$ cat src/rtl/demux_scan_ctrl_pkg.sv
// Shared constants and FSM state type for the demux scan controller.
package demux_scan_ctrl_pkg;

  localparam int unsigned NUM_CH = 32;
  localparam int unsigned CH_W   = 5;

  typedef enum logic [1:0] {
    StIdle = 2'd0,
    StScan = 2'd1,
    StDone = 2'd2
  } state_e;

endpackage

$ cat src/rtl/demux_scan_ctrl_if.sv
// Scan request / status bus between a scan initiator and demux_scan_ctrl.
interface demux_scan_ctrl_if #(
  parameter int unsigned DWELL_W = 4
);
  import demux_scan_ctrl_pkg::*;

  logic                start_i;
  logic [NUM_CH-1:0]   mask_i;
  logic                data_i;
  logic [DWELL_W-1:0]  dwell_i;
  logic                abort_i;
  logic                ready_o;
  logic                busy_o;
  logic                done_o;
  logic [CH_W-1:0]     ch_o;
  logic [NUM_CH-1:0]   out_o;

  modport master (
    output start_i, mask_i, data_i, dwell_i, abort_i,
    input  ready_o, busy_o, done_o, ch_o, out_o
  );

  modport slave (
    input  start_i, mask_i, data_i, dwell_i, abort_i,
    output ready_o, busy_o, done_o, ch_o, out_o
  );

endinterface

$ cat src/rtl/demux_1to32.sv
// 1-to-32 demultiplexer: routes data_i to output sel_i when enabled, all others 0.
module demux_1to32 (
  input  logic        en_i,
  input  logic        data_i,
  input  logic [4:0]  sel_i,
  output logic [31:0] out_o
);

  always_comb begin
    out_o = '0;
    if (en_i) begin
      out_o[sel_i] = data_i;
    end
  end

endmodule

$ cat src/rtl/demux_scan_ctrl.sv
// Scans the set bits of a channel mask in ascending order, driving one demux output
// per channel for a programmable dwell; supports abort and reports completion.
module demux_scan_ctrl #(
  parameter int unsigned NUM_CH  = demux_scan_ctrl_pkg::NUM_CH,
  parameter int unsigned DWELL_W = 4
) (
  input  logic                clk_i,
  input  logic                rst_ni,
  demux_scan_ctrl_if.slave    bus
);
  import demux_scan_ctrl_pkg::*;

  state_e              state_q;
  logic [NUM_CH-1:0]   mask_q;
  logic                data_q;
  logic [DWELL_W-1:0]  dwell_q;
  logic [DWELL_W-1:0]  cnt_q;

  logic [CH_W-1:0]     sel;
  logic [NUM_CH-1:0]   mask_rest;
  logic                scan;

  // Lowest set bit of the pending mask selects the active channel.
  always_comb begin
    sel = '0;
    for (int i = NUM_CH - 1; i >= 0; i--) begin
      if (mask_q[i]) begin
        sel = CH_W'(i);
      end
    end
  end

  assign mask_rest = mask_q & (mask_q - {{(NUM_CH-1){1'b0}}, 1'b1});

  always_ff @(posedge clk_i or negedge rst_ni) begin
    if (!rst_ni) begin
      state_q <= StIdle;
      mask_q  <= '0;
      data_q  <= 1'b0;
      dwell_q <= '0;
      cnt_q   <= '0;
    end else begin
      unique case (state_q)
        StIdle: begin
          if (bus.start_i) begin
            mask_q  <= bus.mask_i;
            data_q  <= bus.data_i;
            dwell_q <= bus.dwell_i;
            cnt_q   <= '0;
            state_q <= (bus.mask_i != '0) ? StScan : StDone;
          end
        end
        StScan: begin
          // Abort wins over a dwell completion in the same cycle.
          if (bus.abort_i) begin
            state_q <= StIdle;
            mask_q  <= '0;
            cnt_q   <= '0;
          end else if (cnt_q == dwell_q) begin
            mask_q <= mask_rest;
            cnt_q  <= '0;
            if (mask_rest == '0) begin
              state_q <= StDone;
            end
          end else begin
            cnt_q <= cnt_q + 1'b1;
          end
        end
        StDone: begin
          state_q <= StIdle;
        end
        default: begin
          state_q <= StIdle;
        end
      endcase
    end
  end

  assign scan        = (state_q == StScan);
  assign bus.ready_o = (state_q == StIdle);
  assign bus.busy_o  = scan;
  assign bus.done_o  = (state_q == StDone);
  assign bus.ch_o    = scan ? sel : '0;

  demux_1to32 u_demux (
    .en_i   (scan),
    .data_i (data_q),
    .sel_i  (sel),
    .out_o  (bus.out_o)
  );

endmodule

$ cat src/flat_wrapper.sv
// flat-port wrapper written by rule: the top's interface ports become plain ports
module demux_scan_ctrl_flat import demux_scan_ctrl_pkg::*;
#(
  parameter int unsigned NUM_CH  = demux_scan_ctrl_pkg::NUM_CH,
  parameter int unsigned DWELL_W = 4
)
  (clk_i, rst_ni, bus_start_i, bus_mask_i, bus_data_i, bus_dwell_i, bus_abort_i, bus_ready_o, bus_busy_o, bus_done_o, bus_ch_o, bus_out_o);
  demux_scan_ctrl_if #(.DWELL_W(DWELL_W)) bus_i ();
  input  logic clk_i;
  input  logic rst_ni;
  input wire logic [$bits(bus_i.start_i)-1:0] bus_start_i;
  input wire logic [$bits(bus_i.mask_i)-1:0] bus_mask_i;
  input wire logic [$bits(bus_i.data_i)-1:0] bus_data_i;
  input wire logic [$bits(bus_i.dwell_i)-1:0] bus_dwell_i;
  input wire logic [$bits(bus_i.abort_i)-1:0] bus_abort_i;
  output wire logic [$bits(bus_i.ready_o)-1:0] bus_ready_o;
  output wire logic [$bits(bus_i.busy_o)-1:0] bus_busy_o;
  output wire logic [$bits(bus_i.done_o)-1:0] bus_done_o;
  output wire logic [$bits(bus_i.ch_o)-1:0] bus_ch_o;
  output wire logic [$bits(bus_i.out_o)-1:0] bus_out_o;
  assign bus_i.start_i = bus_start_i;
  assign bus_i.mask_i = bus_mask_i;
  assign bus_i.data_i = bus_data_i;
  assign bus_i.dwell_i = bus_dwell_i;
  assign bus_i.abort_i = bus_abort_i;
  assign bus_ready_o = bus_i.ready_o;
  assign bus_busy_o = bus_i.busy_o;
  assign bus_done_o = bus_i.done_o;
  assign bus_ch_o = bus_i.ch_o;
  assign bus_out_o = bus_i.out_o;
  demux_scan_ctrl #(.NUM_CH(NUM_CH), .DWELL_W(DWELL_W)) u_core (.clk_i(clk_i), .rst_ni(rst_ni), .bus(bus_i));
endmodule
$ cat config.mk
export PLATFORM = sky130hd
export DESIGN_NAME = demux_scan_ctrl_flat
export DESIGN_NICKNAME = d
export VERILOG_FILES = /design/src/rtl/demux_scan_ctrl_pkg.sv /design/src/rtl/demux_scan_ctrl_if.sv /design/src/rtl/demux_1to32.sv /design/src/rtl/demux_scan_ctrl.sv /design/src/flat_wrapper.sv
export SDC_FILE = /design/constraint.sdc
export NUM_CORES = 1
export LEC_CHECK = 0
export ABC_AREA = 1
export CORE_MARGIN = 5
export CORE_UTILIZATION = 31
export DETAILED_ROUTE_END_ITERATION = 8
export PLACE_DENSITY = 0.58
export SLEW_MARGIN = 20
export SYNTH_ARGS = -nofsm -noshare
export SYNTH_HDL_FRONTEND = slang
export SYNTH_SLANG_ARGS = --single-unit
$ cat constraint.sdc
create_clock -name clk_i -period 2.6 [get_ports clk_i]
set_clock_uncertainty 0.15 [all_clocks]
set_input_delay 0.52 -clock clk_i [delete_from_list [all_inputs] [get_ports clk_i]]
set_output_delay 0.52 -clock clk_i [all_outputs]
set_load 0.02 [all_outputs]
==> out/summary.json <==
{
  "outcome": {"value": "finished with violations"},
  "failing_checks": {"value": "setup timing"},
  "synth.net_count": {"value": 522},
  "grt_overflow_total": {"value": 0},
  "rr_endpoint": {"value": "u_core.state_q[0]"},
  "placement.cell_area": {"value": 5020, "unit": "um^2"},
  "insertion_delay": {"value": 0.31, "unit": "ns"},
  "initial_core_utilization": {"value": 32.0, "unit": "%"},
  "critical_path_peak_fanout": {"value": 8},
  "rr_startpoint": {"value": "u_core.mask_q[0]"},
  "count_of_standard_cell_rows": {"value": 36},
  "worst_pin_slew": {"value": 0.553, "unit": "ns"},
  "yosys_register_bits": {"value": 43},
  "tritoncts": {"value": "yes"},
  "h_tree_level_count": {"value": 2},
  "share_of_final_layout_standard_cells_stronger_than_drive_strength_1": {"value": 40.7, "unit": "%"},
  "max_cap_violations": {"value": 0},
  "setup.worst_path.start_class": {"value": "flip-flop"},
  "avgRoutedWirePerCell": {"value": 14.5, "unit": "um"},
  "slew_viol_final": {"value": 0},
  "cp_num_buf_inv": {"value": 6},
  "critPathArrivalTime": {"value": 2.84, "unit": "ns"},
  "clock_path_buffers": {"value": 2},
  "fin_nets": {"value": 714},
  "placement.setup.worst_slack": {"value": -1.08, "unit": "ns"},
  "synth.avg_cell_area": {"value": 6.57, "unit": "um^2"},
  "drtAntennaViolNets": {"value": 0},
  "synth_top_family_by_area": {"value": "simple AND/OR/NAND/NOR gates"},
  "yosysUniqueCellTypes": {"value": 36},
  "hold_ws": {"value": 0.0332, "unit": "ns"},
  "critPathMaxStageDelay": {"value": 0.40, "unit": "ns"},
  "detail_routed_via_count_per_cell": {"value": 4.76},
  "number_of_antenna_violations_at_the_first_check_in_global_routing": {"value": 0},
  "asyncSetResetFlopFracSynth": {"value": 100, "unit": "%"},
  "crit_chain": {"value": "buf_4 > buf_6 > nor2_4 > inv_2 > a21oi_2 > o21ai_2 > a21oi_2 > o21ai_1 > nand2_1 > a21oi_2 > o31ai_4 > a21oi_4 > buf_4 > nand3_1 > buf_6 > nor2_2 > buf_6"},
  "vdd_ir_drop_max": {"value": 0.601, "unit": "mV"},
  "cp-startpoint": {"value": "u_core.mask_q[31]"},
  "period_share": {"value": 135, "unit": "%"},
  "synth.yosys.seq_area_share": {"value": 34.1, "unit": "%"},
  "gp_congestion": {"value": 0.877},
  "fillerInstances": {"value": 923},
  "ys_dominant_reg_cell": {"value": "dfrtp_1"},
  "floorplan.io_pins": {"value": 81},
  "cts_hold_buf": {"value": 0},
  "crit_path_end_kind": {"value": "primary output"},
  "cts-buffers-inserted": {"value": 5},
  "min-delay-path-class": {"value": "input pin to async pin"},
  "yosys.area_share.adder": {"value": 0.397, "unit": "%"},
  "clock-root-buffer": {"value": "clkbuf_8"},
  "layout-area-overhead-vs-synth": {"value": 77.4, "unit": "%"},
  "worst-r2r-setup-slack": {"value": -0.42, "unit": "ns"},
  "hold_violation_count_in_the_final_report": {"value": 0},
  "yosys_warnings": {"value": 0},
  "overall_via_count_from_detail_route": {"value": 3838},
  "route.final.wire_length": {"value": 11600, "unit": "um"},
  "grt_max_degree": {"value": 26},
  "required": {"value": 1.93, "unit": "ns"},
  "grt.total_usage": {"value": 18.4, "unit": "%"},
  "remaining_drcs": {"value": 0},
  "timing.fmax": {"value": 0.285, "unit": "GHz"},
  "power.static_leakage": {"value": 2.63, "unit": "nW"},
  "total_power": {"value": 6.92, "unit": "mW"},
  "reg2regPathDepth": {"value": 21},
  "final_area": {"value": 5590, "unit": "um^2"},
  "first_pass_iters": {"value": 5},
  "syn_area": {"value": 3150, "unit": "um^2"},
  "final_period_minus_worst_setup_slack": {"value": 3.51, "unit": "ns"},
  "first_iter_violations": {"value": 177},
  "worst_path_dominant_cell_family": {"value": "compound AO/OA/AOI/OAI gates"},
  "power_density": {"value": 1240, "unit": "nW/um^2"},
  "cp_slowest_cell": {"value": "dfrtp_1"},
  "post_synth_mux_area_share": {"value": 1.79, "unit": "%"},
  "fp.dieArea": {"value": 12300, "unit": "um^2"},
  "rsz0062_at_grt": {"value": "yes"},
  "synthSimpleGateAreaFrac": {"value": 33.4, "unit": "%"},
  "max-slew-margin-rel": {"value": 63.1, "unit": "%"},
  "compound_gate_portion_of_the_synthesized_area": {"value": 17.3, "unit": "%"},
  "synth_xor_xnor_area_share": {"value": 1.11, "unit": "%"},
  "dieHeight": {"value": 111, "unit": "um"},
  "setup_slack_of_the_critical_path_after_layout": {"value": -0.915, "unit": "ns"},
  "clock_sink_count": {"value": 43},
  "timing.setup.critical_path_class": {"value": "flip-flop to primary output"},
  "post_synth_edffs": {"value": 0},
  "final-setup-viol-count": {"value": 39},
  "synth_cells": {"value": 480},
  "die_width": {"value": 111, "unit": "um"},
  "port_buffers": {"value": 80},
  "detailed_place_hpwl": {"value": 8870, "unit": "um"},
  "grt_pass1_vias": {"value": 3872},
  "coreArea": {"value": 9860, "unit": "um^2"},
  "insertedDiodeCount": {"value": 0},
  "cts.clk_slew.worst_paths": {"value": 0.09, "unit": "ns"},
  "grt_first_pass_wirelength": {"value": 18700, "unit": "um"}
}
## through the flow
step / std cells / utilization, % / TNS, ns
floorplan: 480 / - / -8.28
global placement: 780 / 50.9 / -34.48
detailed placement: 780 / 50.9 / -35.01
CTS: 803 / 54.1 / -30.04
global route: 806 / 56.7 / -41.02
finish: 806 / 56.7 / -29.94
## worst max path at each step
stage                                to  cells after the start  slack, ns
after detailed placement  bus_out_o[21]                     15      -1.08
after global placement    bus_out_o[17]                     15      -1.06
after CTS                 bus_out_o[21]                     35      -0.92
after global routing       bus_out_o[9]                     35      -1.25
final                     bus_out_o[11]                     17      -0.91
after floorplan           bus_out_o[11]                     31      -0.28
## power breakdown
group / switching (mW) / internal, mW / leakage (nW)
Sequential: 0.206 / 0.981 / 0.533
Combinational: 2.94 / 2.31 / 2.06
Clock: 0.279 / 0.193 / 0.0408
Total: 3.43 / 3.49 / 2.63
## state kept, by name (all words and copies together), names as in the netlist
name            cells
u_core.mask_q      32
u_core.cnt_q        4
u_core.dwell_q      4
u_core.state_q      2
u_core.data_q       1
## area by class of cell
| class | count | area (um^2) | share of cell area (%) |
|---|---|---|---|
| Multi-Input combinational cell | 339 | 2160 | 38.7 |
| Timing Repair Buffer | 196 | 1760 | 31.5 |
| Sequential cell | 43 | 1080 | 19.2 |
| Inverter | 87 | 337 | 6.02 |
| Tap cell | 133 | 166 | 2.98 |
| Clock buffer | 5 | 68.8 | 1.23 |
| Clock inverter | 3 | 23.8 | 0.425 |
## Yosys cell counts, types with 2 or more instances
library cell	count	area, um^2
o22ai_1	17	106
inv_1	73	274
xor2_1	4	35.0
clkbuf_1	9	33.8
inv_4	2	12.5
or2_2	2	12.5
nor2_2	3	18.8
nor2_4	4	45.0
buf_2	2	10.0
nor4_1	4	25.0
a22oi_1	11	82.6
mux2_2	5	56.3
nor2_1	84	315
o21ai_0	31	155
dfrtp_1	43	1080
a21oi_1	27	135
nand3_1	8	40.0
a31oi_1	3	18.8
nand2_1	104	390
nor3_1	6	30.0
inv_2	11	41.3
nand4_1	11	68.8
nor2_8	3	60.1
## cell families (layout without fill, tap and decap cells)
kind of cell	Yosys count	count (layout)
AO/OA/AOI/OAI	94	94
XOR/XNOR	4	4
adder cells (fa/ha/maj)	1	1
buffers and inverters	98	291
flip-flops	43	43
multiplexers	5	5
AND/OR/NAND/NOR	235	235
## layout by cell type (no fill, tap or decap), drive strengths merged, types with 2 or more instances in the layout
cell	instances
buf	154
nand2	105
nor2	94
inv	87
dfrtp	43
clkdlybuf4s50	41
o21ai	31
a21oi	27
o22ai	17
nand4	11
a22oi	11
nand3	8
nor3	6
mux2	5
clkbuf	5
nor4	5
xor2	4
a31oi	3
or2	3
o31ai	2
clkinvlp	2
a211oi	2
## per-layer routing
| metal | track usage, % | share of wire, % | wire, um |
|---|---|---|---|
| met1 | 22.5 | 41 | 4810 |
| met3 | 2.24 | 3.7 | 428 |
| met2 | 33.5 | 52 | 6100 |
| met4 | 5.67 | 2.6 | 306 |
| met5 | 0 | 0 | 0 |
## what timing repair did
item,4_1_cts,5_1_grt
gates resized for setup,214,89
pin swaps,2,29
buffers inserted,15,10
endpoints found under the setup margin,39,45
No activity file was read; power rests on OpenSTA's default activity.
